## src/rtl/i2s_tx_multiline.sv

```systemverilog
// i2s_tx_multiline: I2S master driving NUM_LINES sdata lines from one bck/lrck pair.
// A one-frame holding register feeds per-line frame shift registers loaded at each frame boundary.
module i2s_tx_multiline #(
    parameter int NUM_LINES    = 4,
    parameter int SAMPLE_WIDTH = 24,
    parameter int SLOT_BITS    = 32,
    parameter int BCK_DIV      = 2
) (
    input  logic                                mclk,
    input  logic                                reset_n,
    input  logic                                enable,
    input  logic                                wide_mode,
    input  logic                                in_valid,
    output logic                                in_ready,
    input  logic [2*NUM_LINES*SAMPLE_WIDTH-1:0] in_data,
    output logic                                bck,
    output logic                                lrck,
    output logic [NUM_LINES-1:0]                sdata,
    output logic                                underflow,
    output logic [15:0]                         underflow_count
);
    localparam int FW = 2 * SLOT_BITS;
    localparam int DW = BCK_DIV > 1 ? $clog2(BCK_DIV) : 1;
    localparam int BW = $clog2(FW);

    typedef enum logic {S_IDLE, S_RUN} state_t;

    state_t                              r_state, w_next;
    logic [DW-1:0]                       r_div;
    logic [BW-1:0]                       r_bit, w_bit_nxt;
    logic                                r_bck, r_lrck, r_underflow, r_hold_valid;
    logic [NUM_LINES-1:0]                r_sdata;
    logic [15:0]                         r_uf_cnt;
    logic [2*NUM_LINES*SAMPLE_WIDTH-1:0] r_hold;
    logic [FW-1:0]                       r_shift [NUM_LINES];
    logic [FW-1:0]                       w_frame [NUM_LINES];
    logic                                w_tick, w_fall, w_wrap, w_commit, w_accept;

    assign in_ready        = !r_hold_valid;
    assign bck             = r_bck;
    assign lrck            = r_lrck;
    assign sdata           = r_sdata;
    assign underflow       = r_underflow;
    assign underflow_count = r_uf_cnt;

    always_comb begin
        w_tick    = r_state == S_RUN && r_div == DW'(BCK_DIV - 1);
        w_fall    = w_tick && r_bck;
        w_wrap    = w_fall && r_bit == BW'(FW - 1);
        w_commit  = enable && (r_state == S_IDLE || w_wrap);
        w_accept  = in_valid && !r_hold_valid;
        w_bit_nxt = (r_bit == BW'(FW - 1)) ? '0 : r_bit + 1'b1;
        w_next    = (r_state == S_IDLE) ? (enable ? S_RUN : S_IDLE)
                                        : ((w_wrap && !enable) ? S_IDLE : S_RUN);
    end

    // Each line's frame image is L then R, each left-justified in its slot with zero padding.
    always_comb begin
        for (int i = 0; i < NUM_LINES; i++)
            w_frame[i] = (r_hold_valid && (wide_mode || i == 0))
                ? (FW'(r_hold[(2*i+1)*SAMPLE_WIDTH-1 -: SAMPLE_WIDTH]) << (FW - SAMPLE_WIDTH))
                  | (FW'(r_hold[(2*i+2)*SAMPLE_WIDTH-1 -: SAMPLE_WIDTH]) << (SLOT_BITS - SAMPLE_WIDTH))
                : '0;
    end

    always_ff @(posedge mclk or negedge reset_n) begin
        if (!reset_n) begin
            r_state      <= S_IDLE;
            r_div        <= '0;
            r_bit        <= '0;
            r_bck        <= 1'b0;
            r_lrck       <= 1'b0;
            r_sdata      <= '0;
            r_underflow  <= 1'b0;
            r_uf_cnt     <= '0;
            r_hold_valid <= 1'b0;
            r_hold       <= '0;
            for (int i = 0; i < NUM_LINES; i++) r_shift[i] <= '0;
        end else begin
            r_state     <= w_next;
            r_underflow <= w_commit && !r_hold_valid;
            if (w_commit && !r_hold_valid && r_uf_cnt != 16'hFFFF) r_uf_cnt <= r_uf_cnt + 1'b1;
            if (w_accept) begin
                r_hold_valid <= 1'b1;
                r_hold       <= in_data;
            end else if (w_commit) begin
                r_hold_valid <= 1'b0;
            end
            if (w_next == S_IDLE || r_state == S_IDLE) begin
                r_div   <= '0;
                r_bit   <= '0;
                r_bck   <= 1'b0;
                r_lrck  <= 1'b0;
                r_sdata <= '0;
            end else begin
                r_div <= w_tick ? '0 : r_div + 1'b1;
                r_bck <= r_bck ^ w_tick;
                // The bit leaving the shift register at the wrap is the last R bit of the old frame.
                if (w_fall) begin
                    r_bit  <= w_bit_nxt;
                    r_lrck <= int'(w_bit_nxt) >= SLOT_BITS;
                    for (int i = 0; i < NUM_LINES; i++) r_sdata[i] <= r_shift[i][FW-1];
                end
            end
            for (int i = 0; i < NUM_LINES; i++) begin
                if (w_commit) r_shift[i] <= w_frame[i];
                else if (w_fall) r_shift[i] <= r_shift[i] << 1;
            end
        end
    end
endmodule

```

## config.mk

```make
export PLATFORM = sky130hd
export DESIGN_NAME = i2s_tx_multiline
export DESIGN_NICKNAME = d
export VERILOG_FILES = /design/src/rtl/i2s_tx_multiline.sv
export SDC_FILE = /design/constraint.sdc
export NUM_CORES = 1
export LEC_CHECK = 0
export BUFFER_PORTS_ARGS = -buffer_cell sky130_fd_sc_hd__buf_2
export CAP_MARGIN = 20
export CORE_MARGIN = 2
export CORE_UTILIZATION = 37
export CTS_CLUSTER_SIZE = 25
export DETAILED_ROUTE_END_ITERATION = 16
export GPL_ROUTABILITY_DRIVEN = 0
export PLACE_DENSITY = 0.67
export REMOVE_ABC_BUFFERS = 1
export SLEW_MARGIN = 0
export SYNTH_ARGS = -nofsm -noshare
export SYNTH_HDL_FRONTEND = slang
export SYNTH_SLANG_ARGS = --single-unit
```

## constraint.sdc

```tcl
create_clock -name mclk -period 2 [get_ports mclk]
set_clock_uncertainty 0.05 [all_clocks]
set_input_delay 0.3 -clock mclk [delete_from_list [all_inputs] [get_ports mclk]]
set_output_delay 0.3 -clock mclk [all_outputs]
set_load 0.01 [all_outputs]
```

==> impl_metrics.csv <==
group,metric,value,unit
placement,post-place-ws,-48.40,ps
detailed_routing,drt_iter0_drc,830,
finish,drive_above_1_share,34.02,%
floorplanning,fp.dieW,231.0,um
clock_network,cts-htree-levels,2,
critical_path,crit_arrival,2400,ps
critical_path,crit_slowest_cell,"dfrtp_1",
critical_path,path_common_cell,"nand2_4",
floorplanning,die_h,231.0,um
placement,portBuffers,220,
synth,synth-async-reset-ratio,100.0,%
finish,final_cell_mix,"dfrtp_1, buf_2, dlygate4sd3_1",
critical_path,required,2410,ps
detailed_routing,drc,0,
clock_network,cts_inserted_buffers,50,
timing,slew_violations,0,
timing,max_clock_freq,502.3,MHz
finish,nFillCells,4356,
clock_network,root_buffer,"clkbuf_16",
global_routing,grt_pass1_vias,14070,
timing,post-route-period-util,99.54,%
critical_path,slowest_delay,350,ps
critical_path,end_kind,"flip-flop",
detailed_routing,totalWireLength,47710,um
detailed_routing,dr.pass1.iters,5,
floorplanning,core.rowCount,83,
clock_network,clk_pin_slew_worst_paths,60,ps
finish,final_common_cell,"dfrtp_1",
timing,fin_crit,1991,ps
detailed_routing,detail_route.vias_per_cell,5.070,
global_routing,grt_max_degree,84,
detailed_routing,dr_total_vias,13790,
placement,dpl.hpwl,28600,um
global_routing,overflow,0,
synth,ys_types,42,
critical_path,crit_type,"reg2reg",
detailed_routing,wire_per_inst,17.54,um
power_and_ir_drop,vdd_drop_max,0.7411,mV
timing,finalWorstSetupSlack,9.234,ps
clock_network,tritoncts,"yes",
status,outcome,"completed",
clock_network,cts.path.max_buffers,3,
power_and_ir_drop,power_density,914.2,nW/um2
timing,final_hold_viol_count,0,
timing,relSlewSlack,68.98,%
synth,syn_inst,1562,
finish,area_growth,36.04,%
floorplanning,start_util,37.30,%
timing,hold_ws,113.5,ps
synth,synth.top_cell.area_share,58.82,%
timing,tightest_slew,465.4,ps
synth,synth_area,19060,um2
floorplanning,die_area,53340,um2
synth,synthTopCellsByArea,"dfrtp_1, mux2_2, mux2i_1",
detailed_routing,ant_nets,0,
global_routing,grt_pass1_wl,74000,um
synth,synth_largest_area_cell,"dfrtp_1",
power_and_ir_drop,p_leak,10.78,nW
global_routing,antenna_found_initial,6,
critical_path,crit_fanout,10,
worst_hold_path,hold_path_class,"in2reg",
synth,ys_ff_latch,448,
finish,nets,2197,
floorplanning,core-area,51090,um2
global_routing,grt_usage,17.20,%
timing,setup_viol,0,
synth,yosysWarnings,0,
timing,rsz0062_at_grt,"yes",
finish,regArea,11210,um2
clock_network,clkSinkCount,448,
synth,ys_seq_area_share,58.82,%
critical_path,cp_cell_sequence,"and2_4, ha_4, nand2_4, o21ai_4, nand2_4, buf_12, buf_4, a311oi_1",
synth,ys.flop_type,"dfrtp_1",
finish,multi_input_area,7575,um2
critical_path,startpoint_type,"flip-flop",
floorplanning,num_io_pins,221,
flow_run,cap_violations,0,
synth,avgSynthCellArea,12.20,um2
clock_network,clkLatencyLatePin,580,ps
synth,synth_edf_count,0,
-- cells by family after synthesis --
| group | after synthesis | share of synthesized area [%] |
|---|---|---|
| AO/OA/AOI/OAI | 300 | 10.14 |
| adder cells (fa/ha/maj) | 3 | 0.1970 |
| flip-flops | 448 | 58.82 |
| XOR/XNOR | 19 | 0.8732 |
| multiplexers | 323 | 18.23 |
| AND/OR/NAND/NOR | 284 | 7.320 |
| buffers and inverters | 185 | 4.412 |
-- Yosys cell counts (12+ instances only) --
cell type / instances
dfrtp_1: 448
inv_1: 57
mux2_2: 192
nor2_1: 98
xor2_1: 16
buf_2: 50
a311oi_1: 49
nand2_1: 12
nand3_1: 101
a221oi_1: 46
o21ai_0: 72
buf_1: 13
clkbuf_1: 51
a21oi_1: 97
o21ai_1: 23
mux2i_1: 130
nor2b_1: 48
-- worst max-delay path, delay by kind of cell, from the launching register on --
family / cells / cell delay [ps]
flops: 1 / 350
fa+ha+maj: 1 / 170
compound gates: 2 / 550
buf+inv: 2 / 380
simple gates: 3 / 380
-- sequential cells by signal (all words and copies together) (netlist names) --
| signal | count |
|---|---|
| r_shift | 224 |
| r_hold | 192 |
| underflow_count | 16 |
| r_bit | 6 |
| sdata | 4 |
| bck | 1 |
| lrck | 1 |
| r_div | 1 |
| r_hold_valid | 1 |
| r_state | 1 |
| underflow | 1 |
-- repair_timing --
item | CTS | global route
cloned | 2 | 7
pin swaps | 2 | 18
setup buffers | 1 | 1
hold buffers | 193 | 0
setup endpoints to repair | 31 | 134
hold endpoints to repair | 408 | 0
gates resized for setup | 1 | 105
-- report_power, final --
| group | total, mW | internal, mW | switching (mW) |
|---|---|---|---|
| registers | 11.6 | 10.6 | 1.05 |
| clock network | 9.47 | 5.71 | 3.76 |
| logic | 2.60 | 1.66 | 0.937 |
-- metrics by stage --
stage          TNS [ps]  std cells  instance area (um2)  power (mW)  utilization, %
2_1_floorplan  -3959540       1434                18430       12.86               -
3_3_place_gp          0       2421                21510       13.87           42.10
3_5_place_dp     -411.4       2421                21510       13.99           42.10
4_1_cts               0       2709                25190       23.89           49.29
5_1_grt           -2914       2719                25920       24.74           50.74
6_report              0       2720                25930       23.70           50.74
-- worst paths after layout --
check | start | to | slack (ps) | cells past startpoint
worst max-delay path | r_div | r_shift[94] | 9 | 8
worst min-delay path | enable | r_state | 110 | 3
worst max register to register | r_div | r_shift[94] | 9 | 8
worst min register to register | r_div | r_div | 390 | 1
max in group asynchronous | reset_n | r_shift[219] | 960 | 4
min in group asynchronous | reset_n | r_hold[184] | 170 | 2
-- layout make-up --
type	instances	area share [%]
multi-input combinational	931	29.22
tap	680	3.282
inverter	57	0.8252
clock buffer	74	5.767
timing repair buffer	509	16.79
sequential	448	43.25
antenna	3	0.02896
clock inverter	18	0.8397
-- per-layer routing --
layer	track usage [%]	wire length [um]
met5	0	41
met4	5.645	1224
met3	3.014	2033
met2	28.73	23520
met1	22.67	20880
Note: power is estimated with default switching activity, not from simulation.
